$ cat src/rtl/wb_store_queue.sv
// wb_store_queue: in-order store buffer between writeback and the mem stage.
// Committed stores are queued here and issued one per cycle to the mem
// stage's writeback port. This keeps writeback running while the D$
// write-address queue is applying backpressure.
module wb_store_queue #(
  parameter int DEPTH = 8,
  parameter int PTR_W = 3
) (
  input  logic             clk,
  input  logic             clr,
  input  logic             st_valid,
  input  logic [63:0]      st_data,
  input  logic [31:0]      st_addr,
  input  logic [1:0]       st_size,
  input  logic [6:0]       st_ptcid,
  output logic             st_stall,
  input  logic             wbaq_isfull,
  output logic             wb_valid,
  output logic [63:0]      wb_memdata,
  output logic [31:0]      wb_memaddr,
  output logic [1:0]       wb_size,
  output logic [6:0]       wb_ptcid,
  output logic             sq_empty,
  output logic [PTR_W:0]   sq_count,
  output logic             sq_overflow
);

  localparam logic [PTR_W:0]   FULL_CNT = (PTR_W+1)'(DEPTH);
  localparam logic [PTR_W:0]   CNT_ONE  = (PTR_W+1)'(1);
  localparam logic [PTR_W-1:0] PTR_ONE  = PTR_W'(1);
  localparam logic [PTR_W-1:0] PTR_LAST = PTR_W'(DEPTH - 1);

  // Entry storage; deliberately left unreset, since validity is tracked by count.
  logic [63:0]      data_mem  [DEPTH];
  logic [31:0]      addr_mem  [DEPTH];
  logic [1:0]       size_mem  [DEPTH];
  logic [6:0]       ptcid_mem [DEPTH];

  logic [PTR_W-1:0] head;
  logic [PTR_W-1:0] tail;
  logic [PTR_W:0]   count;
  logic [PTR_W:0]   count_next;
  logic             overflow;

  logic             full;
  logic             nonempty;
  logic             push;
  logic             pop;

  // Pointer advance with an explicit wrap at the last slot.
  function automatic logic [PTR_W-1:0] next_ptr(input logic [PTR_W-1:0] p);
    return (p == PTR_LAST) ? '0 : p + PTR_ONE;
  endfunction

  // Full/empty are decoded from the registered count. Pointer equality is
  // ambiguous, and a same-cycle pop does not make room for a push.
  assign full     = (count == FULL_CNT);
  assign nonempty = (count != '0);
  assign push     = st_valid & ~full;
  assign pop      = nonempty & ~wbaq_isfull;

  // Occupancy update: a simultaneous push and pop leaves the count unchanged.
  always_comb begin
    count_next = count;
    case ({push, pop})
      2'b10:   count_next = count + CNT_ONE;
      2'b01:   count_next = count - CNT_ONE;
      default: count_next = count;
    endcase
  end

  // Control state: pointers, occupancy and the sticky overflow flag.
  always_ff @(posedge clk or negedge clr) begin
    if (!clr) begin
      head     <= '0;
      tail     <= '0;
      count    <= '0;
      overflow <= 1'b0;
    end else begin
      if (push) tail <= next_ptr(tail);
      if (pop)  head <= next_ptr(head);
      count <= count_next;
      if (st_valid && full) overflow <= 1'b1;
    end
  end

  // Capture the incoming store at the tail slot.
  always_ff @(posedge clk) begin
    if (push) begin
      data_mem[tail]  <= st_data;
      addr_mem[tail]  <= st_addr;
      size_mem[tail]  <= st_size;
      ptcid_mem[tail] <= st_ptcid;
    end
  end

  // The head entry drives the mem port directly. The payload reads zero
  // when the queue is empty, so stale storage never shows up on the port.
  always_comb begin
    wb_memdata = '0;
    wb_memaddr = '0;
    wb_size    = '0;
    wb_ptcid   = '0;
    if (nonempty) begin
      wb_memdata = data_mem[head];
      wb_memaddr = addr_mem[head];
      wb_size    = size_mem[head];
      wb_ptcid   = ptcid_mem[head];
    end
  end

  assign wb_valid    = pop;
  assign st_stall    = full;
  assign sq_empty    = ~nonempty;
  assign sq_count    = count;
  assign sq_overflow = overflow;

endmodule

$ cat config.mk
export PLATFORM = sky130hd
export DESIGN_NAME = wb_store_queue
export DESIGN_NICKNAME = d
export VERILOG_FILES = /design/src/rtl/wb_store_queue.sv
export SDC_FILE = /design/constraint.sdc
export NUM_CORES = 1
export LEC_CHECK = 0
export CAP_MARGIN = 15
export CORE_UTILIZATION = 50
export CTS_CLUSTER_DIAMETER = 30
export DETAILED_ROUTE_END_ITERATION = 12
export HOLD_SLACK_MARGIN = 0.08
export PLACE_DENSITY = 0.69
export SYNTH_ARGS = -nofsm -noshare
export SYNTH_HDL_FRONTEND = slang
export SYNTH_SLANG_ARGS = --single-unit
$ cat constraint.sdc
create_clock -name clk -period 15.1 [get_ports clk]
set_input_delay 2.265 -clock clk [delete_from_list [all_inputs] [get_ports clk]]
set_output_delay 2.265 -clock clk [all_outputs]
set_load 0.01 [all_outputs]
==> results of run 1 <==
path summary, 6_finish.rpt:
check	slack (ps)	cells past startpoint	end
min in group asynchronous	1920	1	tail[0]$_DFFE_PN0P_
max in group asynchronous	12790	1	head[0]$_DFFE_PN0P_
setup reg to reg	11140	5	ptcid_mem[1][3]$_DFFE_PP_
hold reg to reg	470	1	sq_overflow$_DFFE_PN0P_
hold / removal	470	1	sq_overflow$_DFFE_PN0P_
setup / recovery	8640	5	wb_memdata[10]
metal layers:
layer | global-route usage, % | vias to the layer above
met1 | 27.4 | 8034
li1 | - | 6575
met5 | 0 | -
met3 | 5.58 | 114
met2 | 33.3 | 474
met4 | 6.80 | 14
sequential cells by signal, indices dropped and copies added, names as in the netlist:
name / flops
data_mem: 512
addr_mem: 256
ptcid_mem: 56
size_mem: 16
sq_count: 4
head: 3
tail: 3
sq_overflow: 1
logic make-up (layout without fill, tap and decap cells):
group                      after synthesis  in the layout  synth area share, %
AOI/OAI and AO/OA                        7              7                0.146
xor gates and xnor gates                 5              5                0.134
adders and majority gates                7              7                0.269
buffers and inverters                   73            523                 1.56
DFF                                    851            851                 78.3
muxes                                  320            320                 17.9
other                                    0              3                    0
and+or+nand+nor                        130            130                 1.71
critical path, cell delays in order, from the launching register on:
cell             delay (ps)
dfrtp_4                1090
buf_4                   890
mux4_2                  610
mux2i_1                 150
nor2_1                   80
clkdlybuf4s50_1         550
cells in the mapped netlist, types with 2 or more instances:
library cell	instances	area share, %
edfxtp_1	840	77
mux4_2	210	15
nor2_1	112	1.3
mux2i_1	105	3.2
buf_2	35	0.54
buf_6	12	0.41
clkbuf_1	11	0.13
dfrtp_1	11	0.84
buf_8	9	0.41
ha_1	7	0.27
buf_1	6	0.069
nand2b_1	5	0.096
nor3_1	5	0.077
mux2_1	4	0.14
xor2_1	4	0.11
a21o_1	2	0.046
a21oi_1	2	0.031
nand2_1	2	0.023
nand3b_1	2	0.046
per-stage QoR:
| step | hold slack (ps) | utilization (%) | std cells | worst slack [ps] |
|---|---|---|---|---|
| finish | 465 | 63.1 | 2701 | 8640 |
| global route | 502 | 63.1 | 2700 | 8250 |
| CTS | 468 | 63.1 | 2698 | 8460 |
| detailed placement | 454 | 55.3 | 2422 | 9070 |
| global placement | 455 | 55.3 | 2422 | 9060 |
| floorplan | 493 | - | 1393 | 1900 |
power groups by stage:
| stage | combinational [uW] | clock [uW] | sequential (uW) |
|---|---|---|---|
| detailed placement | 2490 | 0 | 3220 |
| CTS | 2500 | 3360 | 3180 |
| global placement | 2480 | 0 | 3200 |
| floorplan | 1610 | 0 | 3150 |
| finish | 2450 | 3300 | 3170 |
| global route | 2630 | 3460 | 3210 |
final cells by class:
type	count	area (um2)	share of cell area, %
tap	855	1070	2.63
timing repair buffer	247	2420	5.95
multi-input combinational	469	6620	16.3
sequential	851	25500	62.7
clock inverter	94	1070	2.62
antenna	3	7.51	0.0185
clock buffer	182	3980	9.78
layout by cell type (no fill, tap or decap), drive strengths merged, types with 4 or more instances in the layout:
cell type / count
nor2: 112
ha: 7
xor2: 4
bufinv: 19
clkinv: 54
clkbuf: 182
mux4: 210
mux2i: 105
buf: 26
edfxtp: 840
nor3: 5
inv: 10
dfrtp: 11
nand2b: 5
clkdlybuf4s50: 221
mux2: 5
clkinvlp: 11
==> flow_summary.toml, run 1 <==
[finish]
final_area_mm2 = 0.0407
fillers = 4325
drive_gt1_share_pct = 25.9
layout.nets = 1835
area_delta_synth_final_pct = 24.8

[sta]
hold_viol_final = 0
final_max_slew_viol_count = 0
setup_viol = 0
final.setup.tns_ps = 0
fin_skew_ps = 27.3
tightest_slew_ps = 1160
period_needed_ps = 6460
slew_headroom_pct = 22.7
min_period_over_period_pct = 42.8
max_freq_ghz = 0.155
rsz0062_at_grt = "no"

[clocking]
clock-root-buffer = "clkbuf_16"
cts_buffers = 150
post_cts_buffers = 0
htreeDepth = 4
clk_latency_ps = 690
cts_tree = "yes"
cts_resized = 0
cts_buffer_depth = 3
path_clk_slew_ps = 50
postCtsHoldBufs = 0
cts.sinks = 851

[run]
max_cap_viol_count = 0

[synthesis]
synth_nets = 1509
ys_seq_area_share_pct = 78.3
netlist_instances = 1393
synth-main-ff-cell = "edfxtp_1"
synth_cell_type_count = 28
synth_edf_count = 840
netlist_area_mm2 = 0.0326
synth-seq-cells = 851
synth_warnings = 0
synthArstFlopShare_pct = 1.29
synth_area_per_cell_um2 = 23.4

[pwr]
pwr-share-comb_pct = 27.5
seqPwrFrac_pct = 35.5
internal-power_uw = 6440
power_density_mw_per_mm2 = 219
swShare_pct = 27.8
clockPowerShare_pct = 37.0
total_power_uw = 8920
ir_worst_vdd_mv = 0.172
p_switching_uw = 2480
power_leakage_uw = 0.0135

[detailed_routing]
wl_met2_mm = 32.9
via_per_inst = 5.63
wl_met3_mm = 4.49
postRouteAntennaNets = 0
wl_met1_mm = 27.5
highest_layer = "met5"
drtPass1Iterations = 5
routed_wl_mm = 66.2
drt_iter0_markers = 881
wl_per_cell_um = 24.5
drc = 0
vias = 15200

[setup_path]
start_kind = "flop"
end_kind = "primary output"
cp.arrival_ps = 4200
path_max_fanout = 52
cp.required_ps = 12840
r2r-start = "sq_count[1]$_DFFE_PN0P_"
critical_path_class = "reg -> out"
crit_start = "head[0]$_DFFE_PN0P_"

[grt]
grt_pass1_wl_mm = 100
gr-total-overflow = 0
antenna_found_initial = 9
grt_max_degree = 116
track_usage_pct = 20.6
grt_pass1_vias = 16700

[place]
hpwl_mm = 33.0
gp_congestion = 0.720
port_buffers = 221
placed_area_mm2 = 0.0356

[hold_path]
min_path_type = "reg -> reg"
min_from = "sq_overflow$_DFFE_PN0P_"

[floorplanning]
start_util_pct = 50.5
num_rows = 93
die_h_um = 257
io_pins = 222
fp.dieW_um = 257
die-area_mm2 = 0.0662
core_mm2 = 0.0645

[status]
status = "complete, no violations"
(Power assumes the default switching activity.)
==> run 2, diff against run 1 <==
==> constraint.sdc (replaced) <==
create_clock -name clk -period 6.8 [get_ports clk]
set_input_delay 1.02 -clock clk [delete_from_list [all_inputs] [get_ports clk]]
set_output_delay 1.02 -clock clk [all_outputs]
set_load 0.01 [all_outputs]
==> run 2 against run 1 <==
  * Critical path type unchanged
  * Final cell count fell by 0.26%
  * Total power up 120%
  * Core utilization fell by 0.18 points
  * Register-to-register slack got worse by 7500 ps
  * Via count rose by 0.21%
  * Clock power rose by 110%
  * Clock skew decreased by 5.3 ps
  * Largest power group unchanged
  * Combinational power rose by 120%
==> flow_summary.toml, run 2 (synthesis results as in run 1) <==
[clocking]
postCtsHoldBufs = 0
cts_buffer_depth = 3
cts.sinks = 851
path_clk_slew_ps = 50
clk_latency_ps = 710
htreeDepth = 4
clock-root-buffer = "clkbuf_16"
cts_buffers = 147
post_cts_buffers = 0
cts_resized = 0
cts_tree = "yes"

[pwr]
pwr-share-comb_pct = 28.1
seqPwrFrac_pct = 35.8
internal-power_uw = 14100
clockPowerShare_pct = 36.1
ir_worst_vdd_mv = 0.357
power_density_mw_per_mm2 = 483
power_leakage_uw = 0.0135
swShare_pct = 28.1
p_switching_uw = 5510

[grt]
grt_pass1_vias = 16700
busiest_layer = "met2"
grtUsageMet2_pct = 34.1
grt_util_met1_pct = 27.9
gr-total-overflow = 0
grt_pass1_wl_mm = 102
track_usage_pct = 21.0
antenna_found_initial = 10
grt.met3_usage_pct = 5.15
grt_max_degree = 108

[finish]
layout.nets = 1830
layout.cells.non_filler = 2694
final_cell_mix = "edfxtp_1 (840), clkdlybuf4s50_1 (221), mux4_2 (210), clkbuf_16 (151), nor2_1 (109)"
largestRegisters = "data_mem: 512 flops, addr_mem: 256 flops, ptcid_mem: 56 flops"
final_area_mm2 = 0.0406
largest_register_ffs = 512
layout_commonest_cell = "edfxtp_1"
top_register = "data_mem"
area_delta_synth_final_pct = 24.5
drive_gt1_share_pct = 25.4

[setup_path]
path_max_fanout = 88
cp.required_ps = 5780
crit_chain = "buf_12 -> mux4_2 -> mux2i_1 -> nor2_1 -> clkdlybuf4s50_1"
r2r_end = "sq_count[2]$_DFFE_PN0P_"
start_kind = "flop"
r2r_setup_slack_ps = 3610
critical_path_class = "reg -> out"
max_stage_delay_ps = 840
r2r_cells = 10
cp.depth = 5
path_delay_family = "buffers and inverters"
slowest_stage = "dfrtp_4"
cp.arrival_ps = 3840
end_kind = "primary output"
path_buf_inv = 2
crit_start = "head[0]$_DFFE_PN0P_"
worstSetupEndpoint = "wb_ptcid[5]"
r2r-start = "sq_count[2]$_DFFE_PN0P_"

[sta]
slew_headroom_pct = 27.6
rsz0062_at_grt = "no"
tightest_slew_ps = 1090
hold_viol_final = 0
final_max_slew_viol_count = 0
max_freq_ghz = 0.206
setup_viol = 0
fin_skew_ps = 22.1
min_period_over_period_pct = 71.5
period_needed_ps = 4860

[floorplanning]
io_pins = 222
core_mm2 = 0.0645
start_util_pct = 50.5
die-area_mm2 = 0.0662
num_rows = 93
die_h_um = 257
fp.dieW_um = 257

[detailed_routing]
wl_per_cell_um = 24.8
drtPass1Iterations = 5
routed_wl_mm = 66.8
drt_iter0_markers = 1112
via_per_inst = 5.66
drc = 0
vias = 15200
postRouteAntennaNets = 0

[place]
hpwl_mm = 32.9
port_buffers = 221
placed_area_mm2 = 0.0357
place_inst = 2420
gp_congestion = 0.725

[run]
max_cap_viol_count = 0

[status]
status = "complete, no violations"

[hold_path]
min_path_type = "reg -> reg"
[run 2: final cells by class]
type / count / area [um2]
clock inverters: 97 / 992
flip-flops and latches: 851 / 25500
fillers: 4276 / 23900
well taps: 855 / 1070
diodes: 5 / 12.5
clock buffers: 172 / 3860
repair buffers: 245 / 2480
multi-input cells: 469 / 6640
[run 2: routing by layer]
layer	part of all wire [%]	vias up
met5	0.13	-
met1	42	8095
li1	-	6554
met4	2.2	12
met2	50	462
met3	6.1	120
[run 2: power by group through the flow]
| stage | sequential [uW] | clock (uW) | combinational [uW] |
|---|---|---|---|
| 6_report | 7010 | 7070 | 5510 |
| 5_1_grt | 7090 | 7410 | 5910 |
| 4_1_cts | 7030 | 7180 | 5630 |
| 3_5_place_dp | 7120 | 0 | 5610 |
| 3_3_place_gp | 7070 | 0 | 5580 |
| 2_1_floorplan | 6960 | 0 | 3590 |
[run 2: worst reg2reg max path, cell delays in order, from the launching register on]
cell	delay [ps]
dfrtp_1	490
nor4_4	370
buf_12	550
nor2_1	390
ha_1	390
xor2_1	170
ha_1	190
a21oi_1	140
xor2_1	170
nor2_1	60
xor2_1	140
[run 2: worst min path at each step]
| stage | end | startpoint | slack (ps) | cells past startpoint |
|---|---|---|---|---|
| finish | sq_overflow$_DFFE_PN0P_ | sq_overflow$_DFFE_PN0P_ | 480 | 1 |
| global route | sq_overflow$_DFFE_PN0P_ | sq_overflow$_DFFE_PN0P_ | 500 | 1 |
| CTS | sq_overflow$_DFFE_PN0P_ | sq_overflow$_DFFE_PN0P_ | 480 | 1 |
| detailed placement | sq_overflow$_DFFE_PN0P_ | sq_overflow$_DFFE_PN0P_ | 450 | 1 |
| global placement | sq_overflow$_DFFE_PN0P_ | sq_overflow$_DFFE_PN0P_ | 440 | 1 |
| floorplan | sq_overflow$_DFFE_PN0P_ | sq_overflow$_DFFE_PN0P_ | 490 | 1 |
[run 2: through the flow]
stage               utilization [%]  setup WS, ps  total power, uW  setup TNS, ps  hold WS (ps)
finish                         62.9          1940            19600              0           476
CTS                            62.9          1820            19800              0           475
global route                   62.9          1700            20400              0           497
detailed placement             55.4          2600            12700              0           453
global placement               55.4          2570            12600              0           440
floorplan                         -         -2300            10500        -797030           493
==> run 3, diff against run 2 <==
==> constraint.sdc (replaced) <==
create_clock -name clk -period 4.6 [get_ports clk]
set_input_delay 0.69 -clock clk [delete_from_list [all_inputs] [get_ports clk]]
set_output_delay 0.69 -clock clk [all_outputs]
set_load 0.01 [all_outputs]
==> run 3 against run 2 <==
  * Sequential cell count stayed put
  * Non-clock buffer count is 8 higher
  * Register-to-register slack worse by 1900 ps
  * First-iteration DRC count is 11% lower
  * Clock skew is 4.2 ps higher
  * Via count is 0.17% higher
  * Hold slack worse by 120 ps
==> flow_summary.toml, run 3 (synthesis results as in run 1) <==
[place]
hpwl_mm = 33.5
gp_congestion = 0.691
port_buffers = 221
place_inst = 2428

[pwr]
ir_worst_vdd_mv = 0.561
power_leakage_uw = 0.0135
power_density_mw_per_mm2 = 714
total_power_uw = 29200

[sta]
max_freq_ghz = 0.242
hold_slack_ps = 360
slew_headroom_pct = 30.3
fin_skew_ps = 26.3
rsz0062_at_grt = "no"
min_period_over_period_pct = 89.9
final_max_slew_viol_count = 0
tightest_slew_ps = 1050
period_needed_ps = 4130
final.setup.tns_ps = 0
setup_viol = 0
hold_viol_final = 0

[grt]
track_usage_pct = 20.9
antenna_found_initial = 10
grt_pass1_wl_mm = 102
gr-total-overflow = 0
grt_max_degree = 91
grt_pass1_vias = 16800

[setup_path]
start_kind = "flop"
end_kind = "primary output"
path_delay_family = "buffers and inverters"
crit_chain = "buf_12 -> mux4_2 -> mux2i_1 -> nor2_1 -> clkdlybuf4s50_1"
cp.required_ps = 3910
critical_path_class = "reg -> out"
slowest_stage = "dfrtp_4"
max_stage_delay_ps = 840
cp.arrival_ps = 3440
r2r_setup_slack_ps = 1670
r2r-start = "sq_count[2]$_DFFE_PN0P_"
path_buf_inv = 2
crit_start = "head[0]$_DFFE_PN0P_"
path_max_fanout = 52

[finish]
layout_commonest_cell = "edfxtp_1"
final_cell_mix = "edfxtp_1 (840), clkdlybuf4s50_1 (221), mux4_2 (210), clkbuf_16 (149), nor2_1 (109)"
drive_gt1_share_pct = 26.5
area_delta_synth_final_pct = 25.3
largestRegisters = "data_mem: 512 flops, addr_mem: 256 flops, ptcid_mem: 56 flops"
layout.nets = 1837
layout.cells.non_filler = 2697
largest_register_ffs = 512
fin_util_pct = 63.4
top_register = "data_mem"

[clocking]
cts.sinks = 851
cts_buffers = 146
post_cts_buffers = 0
clk_latency_ps = 710
cts_tree = "yes"
cts_buffer_depth = 3
cts_resized = 0
clock-root-buffer = "clkbuf_16"
htreeDepth = 4
postCtsHoldBufs = 0
path_clk_slew_ps = 50

[detailed_routing]
via_per_inst = 5.66
drc = 0
postRouteAntennaNets = 0
drt_iter0_markers = 991
routed_wl_mm = 66.7
vias = 15300
drtPass1Iterations = 5
wl_per_cell_um = 24.7

[floorplanning]
fp.dieW_um = 257
core_mm2 = 0.0645
die_h_um = 257
num_rows = 93
die-area_mm2 = 0.0662
io_pins = 222
start_util_pct = 50.5

[status]
status = "complete, no violations"

[hold_path]
min_path_type = "in -> async"

[run]
max_cap_viol_count = 0
run 3: cell count changes in the layout (fill, tap and decap cells not counted), moves of 4 or more:
| cell | previous run | this run |
|---|---|---|
| buf_12 | 7 | 19 |
| buf_4 | 17 | 13 |
| clkbuf_1 | 21 | 17 |
| clkinv_1 | 31 | 20 |
| clkinvlp_4 | 10 | 16 |
run 3: path summary, 6_finish.rpt:
path,end,depth (start not counted)
max in group asynchronous,head[2]$_DFFE_PN0P_,1
worst min-delay path,sq_overflow$_DFFE_PN0P_,1
worst min register to register,sq_overflow$_DFFE_PN0P_,1
min in group clk,sq_overflow$_DFFE_PN0P_,1
worst max register to register,sq_count[2]$_DFFE_PN0P_,9
worst max-delay path,wb_memdata[4],5
run 3: stage by stage:
step                instance area [um2]  setup WS [ps]
floorplan                         32600          -1220
global placement                  35900           1110
detailed placement                35900           1100
CTS                               40800            337
global route                      40800            236
finish                            40800            466
run 3: where the power goes:
part	leakage, uW	internal [uW]	switching, uW
combinational	0.00345	4300	3990
sequential	0.00775	9750	612
clock	0.00235	6870	3650
run 3: metal layers:
layer | track usage, % | up-vias | part of all wire, %
li1 | - | 6557 | -
met1 | 27.5 | 8137 | 41
met2 | 33.6 | 449 | 50
met3 | 5.86 | 112 | 6.6
met4 | 7.57 | 14 | 2.0
met5 | 0 | - | 0.15
run 3: area by class of cell:
cell class	instances	area (um2)
diodes	3	7.51
clock inverters	99	1100
clock buffers	167	3810
well taps	855	1070
fillers	4328	23600
multi-input cells	469	6660
flip-flops and latches	851	25500
repair buffers	253	2690
